<file path="src/rtl/freq_meter.sv">
// Gated frequency counter: counts rising edges of an asynchronous input over a
// window of GATE_CYCLES clk cycles and reports the count with a one-cycle valid.
// Optional build macro FREQ_METER_GLITCH_FILTER_EN inserts a 3-sample majority
// filter between the synchronizer and the edge detector.
//
// Handshake: valid is a one-cycle pulse and needs no ready. count and overflow
// change only in the valid cycle or on reset, and are held until the next valid.
// start is sampled only in IDLE. continuous is a level that is sampled in IDLE
// and in DONE.
module freq_meter #(
    parameter int GATE_CYCLES = 100_000_000,
    parameter int CNT_W       = 27
) (
    input  logic             clk,
    input  logic             reset_n,
    input  logic             sig_in,
    input  logic             start,
    input  logic             continuous,
    output logic             busy,
    output logic             valid,
    output logic [CNT_W-1:0] count,
    output logic             overflow,
    output logic [1:0]       fsm_state
);

    localparam int TIMER_W = (GATE_CYCLES > 1) ? $clog2(GATE_CYCLES) : 1;
    localparam logic [TIMER_W-1:0] TIMER_LAST = TIMER_W'(GATE_CYCLES - 1);

    typedef enum logic [1:0] {
        S_IDLE = 2'd0,
        S_GATE = 2'd1,
        S_DONE = 2'd2
    } state_t;

    state_t             state;
    logic [TIMER_W-1:0] timer;
    logic [CNT_W-1:0]   edge_cnt;
    logic               sat;
    logic [CNT_W-1:0]   cnt_next;
    logic               sat_next;

    logic sync_a;
    logic sync_q;
    logic prev_q;
    logic level;
    logic edge_pulse;

    // Two-flop synchronizer for the asynchronous input.
    always_ff @(posedge clk or negedge reset_n) begin
        if (!reset_n) begin
            sync_a <= 1'b0;
            sync_q <= 1'b0;
        end else begin
            sync_a <= sig_in;
            sync_q <= sync_a;
        end
    end

`ifdef FREQ_METER_GLITCH_FILTER_EN
    logic hist1;
    logic hist2;

    // Sample history for the majority vote; a level must persist two samples to pass.
    always_ff @(posedge clk or negedge reset_n) begin
        if (!reset_n) begin
            hist1 <= 1'b0;
            hist2 <= 1'b0;
        end else begin
            hist1 <= sync_q;
            hist2 <= hist1;
        end
    end

    assign level = (sync_q & hist1) | (sync_q & hist2) | (hist1 & hist2);
`else
    assign level = sync_q;
`endif

    // Previous-sample flop for rising-edge detection.
    always_ff @(posedge clk or negedge reset_n) begin
        if (!reset_n) begin
            prev_q <= 1'b0;
        end else begin
            prev_q <= level;
        end
    end

    assign edge_pulse = level & ~prev_q;

    // Saturating next value of the edge counter; an edge at full scale sets the sat flag.
    always_comb begin
        cnt_next = edge_cnt;
        sat_next = sat;
        if (edge_pulse) begin
            if (&edge_cnt) begin
                sat_next = 1'b1;
            end else begin
                cnt_next = edge_cnt + 1'b1;
            end
        end
    end

    // Gate FSM with its timer, edge counter and registered outputs. The result is
    // loaded on the last GATE edge so that an edge in the final gate cycle counts.
    always_ff @(posedge clk or negedge reset_n) begin
        if (!reset_n) begin
            state    <= S_IDLE;
            busy     <= 1'b0;
            valid    <= 1'b0;
            count    <= '0;
            overflow <= 1'b0;
            timer    <= '0;
            edge_cnt <= '0;
            sat      <= 1'b0;
        end else begin
            valid <= 1'b0;
            case (state)
                S_IDLE: begin
                    timer    <= '0;
                    edge_cnt <= '0;
                    sat      <= 1'b0;
                    if (start || continuous) begin
                        state <= S_GATE;
                        busy  <= 1'b1;
                    end
                end
                S_GATE: begin
                    edge_cnt <= cnt_next;
                    sat      <= sat_next;
                    if (timer == TIMER_LAST) begin
                        state    <= S_DONE;
                        timer    <= '0;
                        count    <= cnt_next;
                        overflow <= sat_next;
                        valid    <= 1'b1;
                    end else begin
                        timer <= timer + 1'b1;
                    end
                end
                S_DONE: begin
                    timer    <= '0;
                    edge_cnt <= '0;
                    sat      <= 1'b0;
                    if (continuous) begin
                        state <= S_GATE;
                    end else begin
                        state <= S_IDLE;
                        busy  <= 1'b0;
                    end
                end
                default: begin
                    state <= S_IDLE;
                    busy  <= 1'b0;
                end
            endcase
        end
    end

    assign fsm_state = state;

endmodule

</file>
<file path="config.mk">
export PLATFORM = sky130hd
export DESIGN_NAME = freq_meter
export DESIGN_NICKNAME = d
export VERILOG_FILES = /design/src/rtl/freq_meter.sv
export SDC_FILE = /design/constraint.sdc
export NUM_CORES = 1
export LEC_CHECK = 0
export BUFFER_PORTS_ARGS = -buffer_cell sky130_fd_sc_hd__buf_4
export CORE_ASPECT_RATIO = 2
export CORE_MARGIN = 3
export CORE_UTILIZATION = 38
export CTS_CLUSTER_SIZE = 10
export DETAILED_ROUTE_END_ITERATION = 10
export MAX_ROUTING_LAYER = met4
export PLACE_DENSITY_LB_ADDON = 0.08
export SYNTH_ARGS = -nofsm -noshare
export SYNTH_HDL_FRONTEND = slang
export SYNTH_SLANG_ARGS = --single-unit
</file>
<file path="constraint.sdc">
create_clock -name clk -period 2.95 [get_ports clk]
set_clock_uncertainty 0.15 [all_clocks]
set_input_delay 0.295 -clock clk [delete_from_list [all_inputs] [get_ports clk]]
set_output_delay 0.295 -clock clk [all_outputs]
set_load 0.02 [all_outputs]
</file>
==> results of run 1 <==
-- cell families (layout without fill, tap and decap cells) --
logic type      count (synthesis)  in the layout  share of synthesized area (%)
compound gates                130            130                           16.9
xor+xnor                       33             33                           5.82
fa+ha+maj                       2              2                          0.504
buf+inv                        46             90                           3.85
flops                          90             90                           45.4
mux                             5              5                           1.01
simple gates                  244            244                           26.5
-- state kept, by name, summed over array words and instances (netlist names) --
| name | count |
|---|---|
| level | 1 |
| fsm_state | 2 |
| timer | 27 |
| prev_q | 1 |
| busy | 1 |
| sync_a | 1 |
| valid | 1 |
| count | 27 |
| edge_cnt | 27 |
| sat | 1 |
| overflow | 1 |
-- worst max path at each step --
stage | to | depth (start not counted)
2_1_floorplan | timer[11]$_DFFE_PN0P_ | 7
3_3_place_gp | count[20]$_DFFE_PN0P_ | 5
3_5_place_dp | count[20]$_DFFE_PN0P_ | 5
4_1_cts | count[20]$_DFFE_PN0P_ | 5
5_1_grt | timer[5]$_DFFE_PN0P_ | 6
6_report | count[20]$_DFFE_PN0P_ | 5
-- worst reg2reg max path: cells and delay by family (launching register included) --
family	cells	cell delay (ns)
xor+xnor	1	0.19
flops	1	0.49
compound gates	2	0.57
simple gates	2	0.97
-- layout make-up --
class / count / area (µm²)
multi-input cells: 414 / 2540
well taps: 150 / 188
clock inverters: 3 / 90.1
fillers: 1234 / 6830
clock buffers: 11 / 233
flip-flops and latches: 90 / 2250
repair buffers: 66 / 526
inverters: 10 / 37.5
-- placed cells by master, fill, tap and decap left out, drive strengths merged, types with 6 or more instances in the layout --
cell,netlist,layout
nor4,10,10
nor3,13,13
xnor2,32,32
dfrtp,90,90
nand2,65,65
nor2,36,36
and3,12,12
or4,15,15
a2111oi,6,6
or3,12,12
nand4,23,23
o211ai,7,7
nand2b,8,8
buf,13,64
a21oi,28,28
inv,9,9
o21ai,35,35
a31oi,20,20
a211oi,12,12
clkbuf,23,11
nand3,38,38
-- where the power goes --
part           internal (mW)  switching [mW]  leakage (nW)  total [mW]
sequential              1.30          0.0920          1.23        1.39
combinational          0.120           0.162          1.15       0.282
clock                  0.820           0.470         0.156        1.29
total                   2.24           0.724          2.54        2.97
-- repair_timing --
| action | in CTS | in global routing |
|---|---|---|
| endpoints found under the hold margin | 36 | 0 |
| setup endpoints to repair | 0 | 0 |
| hold buffers | 2 | 0 |
-- layer usage --
layer  wire [µm]  part of all wire [%]
met1        5400                    38
met2        7710                    55
met3         377                   2.7
met4         648                   4.6
met5           0                     0
-- per-stage QoR --
stage,cells,utilization (%)
4_1_cts,744,46.2
6_report,744,46.2
2_1_floorplan,550,-
3_5_place_dp,728,43.5
3_3_place_gp,728,43.5
5_1_grt,744,46.2
==> results_dict.tcl, run 1 <==
set metrics [dict create \
    yosys.cell_count.top_type "sky130_fd_sc_hd__dfrtp_1" \
    cp.buffers_inverters 0 \
    first_iter_violations 265 \
    setup.worst_path.start_class "flip-flop" \
    groute.usage.overall_pct 21.1 \
    gpl.final_weighted_congestion 0.929 \
    slew_viol_final 0 \
    final_net_count 598 \
    critical_path.max_stage_delay_ns 0.69 \
    clkSlewWorstSetupHoldPaths_ns 0.07 \
    cts_resized 0 \
    cpLargestDelayFamily "simple AND/OR/NAND/NOR gates" \
    netlist_top_cells_count "sky130_fd_sc_hd__dfrtp_1 (90), sky130_fd_sc_hd__nand2_1 (65), sky130_fd_sc_hd__nand3_1 (38)" \
    dp_worst_setup_slack_ns 0.463 \
    post-route-worst-setup-slack_ns 0.455 \
    reg2reg_setup_slack_ns 0.46 \
    clk_latency_ns 0.34 \
    setup.worst_path.start "edge_cnt[7]$_DFFE_PN0P_" \
    detailedRoute.firstPassIterationCount 5 \
    yosys.area.top_type_share_pct 45.4 \
    antenna_violations_before_repair 0 \
    synthesis_to_layout_area_growth_pct 18.2 \
    worstHoldPathType "in -> reg" \
    synth.largest_area_cell "sky130_fd_sc_hd__dfrtp_1" \
    r2r.worst_path.cells 5 \
    die_span_in_y_um 168 \
    netlist_top_cells_area "sky130_fd_sc_hd__dfrtp_1 (45%), sky130_fd_sc_hd__xnor2_1 (5.6%), sky130_fd_sc_hd__nand2_1 (4.9%)" \
    finalHoldViolations 0 \
    grt-ovfl-total 0 \
    maxCapViolations 0 \
    crit_path_end_kind "flip-flop" \
    leakagePower_nw 2.54 \
    final_design_area_no_fill_mm2 0.00587 \
    setup.worst_path.class "reg -> reg" \
    worst_slack_on_hold_paths_ns 0.0413 \
    route.detailed.drc 0 \
    fmax_ghz 0.401 \
    run_status "complete, no violations" \
    floorplan.core_area_mm2 0.0127 \
    place.port_buffers 36 \
    cp_slowest_cell "sky130_fd_sc_hd__or4_1" \
    synth_area_per_cell_um2 9.03 \
    required_ns 3.02 \
    tns_ns 0 \
    detail_route.vias_per_cell 5.93 \
    place_area_mm2 0.00553 \
    first_pass_grt_wire_length_um 23300 \
    total_power_mw 2.97 \
    die-area_mm2 0.0146 \
    routing_usage_on_met1_pct 22.5 \
    ys_types 54 \
    synth_cells 550 \
    routed_wirelength_um 14100 \
    cp.arrival_ns 2.57 \
    regToRegEndpoint "count[20]$_DFFE_PN0P_" \
    antenna_violating_nets_post_route 0 \
    ctsLongestPathBuffers 2 \
    powerDensity_mw_per_mm2 505 \
    seq_area_frac_synth_pct 45.4 \
    timing.hold.worst.start "continuous" \
    std_cell_rows 58 \
    use_met3_pct 3.79 \
    period_share_pct 84.6 \
    slew_headroom_pct 58.3 \
    post-cts-setup-buffer-count 0 \
    vias 4409 \
    synthFlopType "sky130_fd_sc_hd__dfrtp_1" \
    grt_start_max_net_pins 56 \
    wl_per_cell_um 19.0 \
    rsz0062_at_grt "no" \
    ir_drop_worst_case_vdd_mv 0.362 \
    ctsRootBufferMaster "sky130_fd_sc_hd__clkbuf_16" \
    die_width_um 86.8 \
    cts.sinks 90 \
    crit_fanout 7 \
    min_delay_path_depth 2 \
    timing.final.setup_violations 0 \
    post_detailed_placement_half_perimeter_wirelength_um 10300 \
    floorplan.initialDensity_pct 39.1 \
    h-tree-depth 3 \
    finalWorstPathRequiredPeriod_ns 2.49 \
    fraction_of_final_layout_cells_with_drive_strength_greater_than_1_pct 15.3 \
    cts_tree "yes" \
    synth_enable_flop_cells 0 \
    grt_pass1_vias 4422 \
    synth_async_sr_flop_share_pct 100 \
    fraction_of_met2_tracks_used_by_global_routing_pct 36.3 \
    tightest_slew_ns 0.610 \
    cts_inserted_buffers 9 \
    synth_seq_cells 90 \
    top_usage_layer "met2" \
    postSynthNetCount 557 \
    number_of_i_o_pins 37 \
    holdPathEnd "fsm_state[0]$_DFFE_PN0P_" \
    worstPathCellList "nand4_2 -> or4_1 -> a2111oi_2 -> xnor2_1 -> o21ai_1" \
    regToRegStartpoint "edge_cnt[7]$_DFFE_PN0P_" \
    insertedDiodeCount 0 \
    syn-cell-area_mm2 0.00497 \
    yosys_warnings 0 \
]
Power figures use the tool's default switching activity.
==> inputs of run 2 (changes only) <==
==> constraint.sdc (replaced) <==
create_clock -name clk -period 2.5 [get_ports clk]
set_clock_uncertainty 0.15 [all_clocks]
set_input_delay 0.25 -clock clk [delete_from_list [all_inputs] [get_ports clk]]
set_output_delay 0.25 -clock clk [all_outputs]
set_load 0.02 [all_outputs]
==> run 2 against run 1 <==
Compared with the run above:
- total power rose by 13%
- routed wire length rose by 2.5%
- sequential share of layout area fell by 1.7 points
- clock power rose by 5%
- non-clock buffer count rose by 35
- fmax rose by 4.3%
- count of clock-buffer cells in the layout rose by 1
- combinational power rose by 36%
- critical path type unchanged
==> results_dict.tcl, run 2 (same netlist as run 1, synthesis figures left out) <==
set metrics [dict create \
    reg2reg_setup_slack_ns 0.11 \
    total_power_mw 3.36 \
    grt_start_max_net_pins 58 \
    powerDensity_mw_per_mm2 547 \
    required_ns 2.55 \
    ctsLongestPathBuffers 2 \
    std_cell_rows 58 \
    h-tree-depth 3 \
    fraction_of_final_layout_cells_with_drive_strength_greater_than_1_pct 20.3 \
    cp.arrival_ns 2.44 \
    number_of_i_o_pins 37 \
    floorplan.core_area_mm2 0.0127 \
    regToRegEndpoint "timer[5]$_DFFE_PN0P_" \
    maxCapViolations 0 \
    synthesis_to_layout_area_growth_pct 23.6 \
    die_width_um 86.8 \
    final_net_count 633 \
    crit_fanout 19 \
    fmax_ghz 0.418 \
    crit_path_end_kind "flip-flop" \
    floorplan.initialDensity_pct 39.1 \
    commonest_cells_after_routing_fill_and_taps_aside "sky130_fd_sc_hd__buf_4 (95), sky130_fd_sc_hd__dfrtp_1 (90), sky130_fd_sc_hd__nand2_1 (65)" \
    leakagePower_nw 2.69 \
    slew_viol_final 0 \
    worstPathCellList "or4b_1 -> nor4_4 -> a31oi_4 -> buf_4 -> a41oi_1 -> a31oi_1" \
    die_span_in_y_um 168 \
    timing.hold.worst.start "start" \
    cts_tree "yes" \
    die-area_mm2 0.0146 \
    groute.usage.overall_pct 21.7 \
    cp.buffers_inverters 1 \
    post_detailed_placement_half_perimeter_wirelength_um 10800 \
    regToRegStartpoint "timer[11]$_DFFE_PN0P_" \
    layout.cells.non_filler 781 \
    antenna_violating_nets_post_route 0 \
    period_share_pct 95.7 \
    place_area_mm2 0.00579 \
    numPlacedInstances 761 \
    wl_per_cell_um 18.6 \
    antenna_violations_before_repair 0 \
    timing.final.setup_violations 0 \
    first_pass_grt_wire_length_um 24100 \
    rsz0062_at_grt "no" \
    place.port_buffers 36 \
    critical_path.max_stage_delay_ns 0.57 \
    slew_headroom_pct 56.0 \
    route.detailed.drc 0 \
    clkSlewWorstSetupHoldPaths_ns 0.06 \
    leading_cell_type_in_the_layout_fill_and_taps_excluded "sky130_fd_sc_hd__buf_4" \
    cpLargestDelayFamily "simple AND/OR/NAND/NOR gates" \
    finalWorstPathRequiredPeriod_ns 2.39 \
    grt_pass1_vias 4674 \
    r2r.worst_path.cells 6 \
    finalHoldViolations 0 \
    tns_ns 0 \
    cp_slowest_cell "sky130_fd_sc_hd__or4b_1" \
    cts.sinks 90 \
    worstHoldPathType "in -> reg" \
    tightest_slew_ns 0.654 \
    first_iter_violations 206 \
    min_delay_path_depth 3 \
    worst_slack_on_hold_paths_ns 0.0822 \
    detail_route.vias_per_cell 5.74 \
    vias 4486 \
    setup.worst_path.start_class "flip-flop" \
    num-fill-cells 1195 \
    ctsRootBufferMaster "sky130_fd_sc_hd__clkbuf_16" \
    largest_registers "count x27, edge_cnt x27, timer x27" \
    cts_inserted_buffers 9 \
    ir_drop_worst_case_vdd_mv 0.365 \
    clk_latency_ns 0.35 \
    insertedDiodeCount 0 \
    run_status "complete, no violations" \
    grt-ovfl-total 0 \
    setup.worst_path.class "reg -> reg" \
    holdPathEnd "fsm_state[0]$_DFFE_PN0P_" \
    gpl.final_weighted_congestion 0.871 \
    final_design_area_no_fill_mm2 0.00614 \
    detailedRoute.firstPassIterationCount 4 \
    routed_wirelength_um 14500 \
]
==> run 2: worst max-delay path by stage <==
stage                     slack, ns  depth (start not counted)                   from               endpoint
after floorplan                0.18                          7  timer[19]$_DFFE_PN0P_  timer[11]$_DFFE_PN0P_
after global placement         0.06                          6  timer[19]$_DFFE_PN0P_   timer[5]$_DFFE_PN0P_
after detailed placement     -0.004                          6  timer[19]$_DFFE_PN0P_   timer[5]$_DFFE_PN0P_
after CTS                    0.0005                          6  timer[19]$_DFFE_PN0P_  timer[13]$_DFFE_PN0P_
after global routing          0.007                          6  timer[11]$_DFFE_PN0P_  timer[13]$_DFFE_PN0P_
final                          0.11                          6  timer[11]$_DFFE_PN0P_   timer[5]$_DFFE_PN0P_
==> run 2: layer usage <==
metal / up-vias / wire length, µm / track usage [%]
li1: 2176 / - / -
met1: 2168 / 5320 / 22.3
met2: 100 / 8220 / 38.9
met3: 42 / 351 / 3.50
met4: 0 / 598 / 10.4
met5: - / 0 / -
==> run 2: final cells by class <==
cell class / count / area, µm² / share of cell area, %
repair buffers: 101 / 803 / 13.1
inverters: 10 / 37.5 / 0.612
multi-input cells: 414 / 2570 / 41.8
flip-flops and latches: 90 / 2250 / 36.7
clock buffers: 12 / 236 / 3.85
well taps: 150 / 188 / 3.06
clock inverters: 4 / 52.6 / 0.856
==> run 2: repair_timing <==
| action | 4_1_cts | 5_1_grt |
|---|---|---|
| hold endpoints to repair | 35 | 0 |
| buffers inserted | 0 | 1 |
| hold buffers | 3 | 0 |
| gates resized for setup | 0 | 4 |
| setup endpoints to repair | 0 | 23 |
==> run 2: report_power, final <==
part           internal [mW]  leakage, nW  switching, mW
Sequential              1.54         1.23         0.0868
Clock                  0.777        0.129          0.576
Combinational          0.165         1.33          0.218
==> run 2: worst reg2reg max path, delay by kind of cell (launching register included) <==
kind | cells | cell delay, ns
buf+inv | 1 | 0.25
simple gates | 2 | 0.93
flops | 1 | 0.42
compound gates | 3 | 0.50
==> run 2: per-stage QoR <==
stage / setup WS [ns] / util (%)
finish: 0.108 / 48.3
CTS: 0.000507 / 48.1
detailed placement: -0.00352 / 45.6
global route: 0.00692 / 48.3
floorplan: 0.184 / -
global placement: 0.0572 / 45.6
==> inputs of run 3 (changes only) <==
--- a/config.mk
+++ b/config.mk
@@ -5,14 +5,15 @@
 export SDC_FILE = /design/constraint.sdc
 export NUM_CORES = 1
 export LEC_CHECK = 0
-export BUFFER_PORTS_ARGS = -buffer_cell sky130_fd_sc_hd__buf_4
 export CORE_ASPECT_RATIO = 2
 export CORE_MARGIN = 3
 export CORE_UTILIZATION = 38
 export CTS_CLUSTER_SIZE = 10
 export DETAILED_ROUTE_END_ITERATION = 10
+export DONT_BUFFER_PORTS = 1
 export MAX_ROUTING_LAYER = met4
 export PLACE_DENSITY_LB_ADDON = 0.08
+export RECOVER_POWER = 100
 export SYNTH_ARGS = -nofsm -noshare
 export SYNTH_HDL_FRONTEND = slang
 export SYNTH_SLANG_ARGS = --single-unit
==> constraint.sdc (replaced) <==
create_clock -name clk -period 2.1 [get_ports clk]
set_clock_uncertainty 0.15 [all_clocks]
set_input_delay 0.21 -clock clk [delete_from_list [all_inputs] [get_ports clk]]
set_output_delay 0.21 -clock clk [all_outputs]
set_load 0.02 [all_outputs]
==> run 3 against run 2 <==
Compared with the run above:
- the flow now finishes with violations (hold timing, setup timing)
- total power increased by 34%
- critical endpoint is now count[19]$_DFFE_PN0P_
- cell area increased by 21%
- critical path depth increased by 1
- combinational power rose by 86%
- via count increased by 12%
- fmax grew 5.7%
- critical path type unchanged
==> results_dict.tcl, run 3 (same netlist as run 1, synthesis figures left out) <==
set metrics [dict create \
    run_status "complete, but fails checks" \
    failing_checks "hold timing, setup timing" \
    antenna_violations_before_repair 0 \
    setup.worst_path.start_class "flip-flop" \
    groute.usage.overall_pct 24.3 \
    switching_share_pct 27.2 \
    numPlacedInstances 807 \
    ctsLongestPathBuffers 2 \
    place_area_mm2 0.00624 \
    antenna_violating_nets_post_route 0 \
    slew_viol_final 0 \
    cp.arrival_ns 2.40 \
    final_net_count 714 \
    crit_path_end_kind "flip-flop" \
    powerDensity_mw_per_mm2 602 \
    first_iter_violations 233 \
    grt_pass1_vias 5161 \
    std_cell_rows 58 \
    p_comb_share_pct 15.9 \
    fraction_of_final_layout_cells_with_drive_strength_greater_than_1_pct 42.1 \
    post_detailed_placement_half_perimeter_wirelength_um 11700 \
    final_design_area_no_fill_mm2 0.00745 \
    worstPathCellList "ha_1 -> inv_1 -> or3_4 -> or3_4 -> buf_6 -> or4_4 -> nand3_2" \
    layout.cells.non_filler 862 \
    internal-power_mw 3.27 \
    setup.worst_path.class "reg -> reg" \
    commonest_cells_after_routing_fill_and_taps_aside "sky130_fd_sc_hd__buf_4 (139), sky130_fd_sc_hd__dfrtp_1 (89), sky130_fd_sc_hd__nand2_1 (60)" \
    largest_registers "count x27, edge_cnt x27, timer x27" \
    first_pass_grt_wire_length_um 26800 \
    post-route-worst-setup-slack_ns -0.163 \
    detail_route.vias_per_cell 5.81 \
    slew_headroom_pct 64.0 \
    route.detailed.drc 0 \
    cts.sinks 90 \
    ctsRootBufferMaster "sky130_fd_sc_hd__clkbuf_16" \
    wl_per_cell_um 20.0 \
    number_of_i_o_pins 37 \
    ir_drop_worst_case_vdd_mv 0.527 \
    synthesis_to_layout_area_growth_pct 50.1 \
    switchingPower_mw 1.22 \
    leading_cell_type_in_the_layout_fill_and_taps_excluded "sky130_fd_sc_hd__buf_4" \
    maxCapViolations 0 \
    die-area_mm2 0.0146 \
    timing.final.setup_violations 51 \
    detailedRoute.firstPassIterationCount 4 \
    post_cts_hold_buffers 3 \
    gpl.final_weighted_congestion 0.866 \
    leakagePower_nw 3.33 \
    finalWorstPathRequiredPeriod_ns 2.26 \
    worstHoldPathType "in -> async" \
    period_share_pct 108 \
    cts_tree "yes" \
    rsz0062_at_grt "yes" \
    grt-ovfl-total 0 \
    required_ns 2.24 \
    vias 5005 \
    grt_start_max_net_pins 91 \
    total_power_mw 4.49 \
    h-tree-depth 3 \
    cpLargestDelayFamily "simple AND/OR/NAND/NOR gates" \
    power.share.clock_pct 41.5 \
    floorplan.initialDensity_pct 39.1 \
    path_common_cell "sky130_fd_sc_hd__or3_4" \
    finalHoldViolations 90 \
    share_seq_of_total_power_pct 42.6 \
    insertedDiodeCount 0 \
    r2r.worst_path.cells 7 \
    tightest_slew_ns 0.539 \
    worst_slack_on_hold_paths_ns -0.601 \
    cts_inserted_buffers 9 \
    cp_slowest_cell "sky130_fd_sc_hd__or4_4" \
    fmax_ghz 0.442 \
    crit_fanout 6 \
    die_width_um 86.8 \
    cp_num_cells 7 \
    routed_wirelength_um 17300 \
    tns_ns -5.19 \
    place.port_buffers 0 \
    num-fill-cells 1093 \
    cp.buffers_inverters 2 \
    clk_latency_ns 0.35 \
    finalCoreUtilization_pct 58.7 \
    die_span_in_y_um 168 \
    floorplan.core_area_mm2 0.0127 \
    dp_worst_setup_slack_ns -0.179 \
    critical_path.max_stage_delay_ns 0.47 \
    clkSlewWorstSetupHoldPaths_ns 0.08 \
]
==> run 3: cell count changes in the layout (fill, tap and decap cells not counted), moves of 7 or more <==
cell,previous run,this run
sky130_fd_sc_hd__nand3_2,0,10
sky130_fd_sc_hd__or4_1,15,3
sky130_fd_sc_hd__a21oi_2,0,9
sky130_fd_sc_hd__buf_4,95,139
sky130_fd_sc_hd__buf_6,0,22
sky130_fd_sc_hd__or4_4,0,12
sky130_fd_sc_hd__buf_12,3,10
sky130_fd_sc_hd__o21ai_0,32,13
sky130_fd_sc_hd__o21ai_2,0,15
sky130_fd_sc_hd__a21oi_1,28,17
sky130_fd_sc_hd__nand3_1,38,26
==> run 3: final timing paths <==
path | startpoint | to | slack, ns
max | timer[1]$_DFFE_PN0P_ | count[19]$_DFFE_PN0P_ | -0.16
min | reset_n | edge_cnt[4]$_DFFE_PN0P_ | -0.60
max reg2reg | timer[1]$_DFFE_PN0P_ | count[19]$_DFFE_PN0P_ | -0.16
min reg2reg | sync_a$_DFF_PN0_ | level$_DFF_PN0_ | 0.22
max in group asynchronous | reset_n | timer[10]$_DFFE_PN0P_ | 2.27
min in group clk | start | busy$_DFFE_PN0P_ | 0.04
==> run 3: power by group through the flow <==
stage | combinational (mW) | sequential [mW] | clock, mW
floorplan | 0.307 | 1.95 | 0
detailed placement | 0.578 | 1.94 | 0
finish | 0.713 | 1.91 | 1.86
global route | 0.784 | 1.92 | 1.95
CTS | 0.639 | 1.91 | 1.89
global placement | 0.572 | 1.94 | 0
==> run 3: final cells by class <==
type | count | area (µm²) | share of cell area (%)
Clock inverter | 7 | 106 | 1.43
Clock buffer | 9 | 225 | 3.02
Tap cell | 150 | 188 | 2.52
Multi-Input combinational cell | 414 | 3050 | 40.9
Timing Repair Buffer | 182 | 1580 | 21.2
Sequential cell | 90 | 2250 | 30.2
Inverter | 10 | 48.8 | 0.655
==> run 3: what timing repair did <==
| item | 4_1_cts | 5_1_grt |
|---|---|---|
| setup buffers | 13 | 20 |
| resized for setup | 60 | 77 |
| pin swaps | 15 | 27 |
| cloned | 4 | 1 |
| hold endpoints to repair | 93 | 90 |
| endpoints found under the setup margin | 56 | 70 |
==> run 3: routing by layer <==
layer	GRT usage [%]	vias up	part of all wire (%)	routed length (µm)
li1	-	2348	-	-
met5	-	-	0	0
met1	24.6	2492	34	5960
met3	3.00	51	3.1	536
met4	9.70	0	4.5	774
met2	45.5	114	58	10000
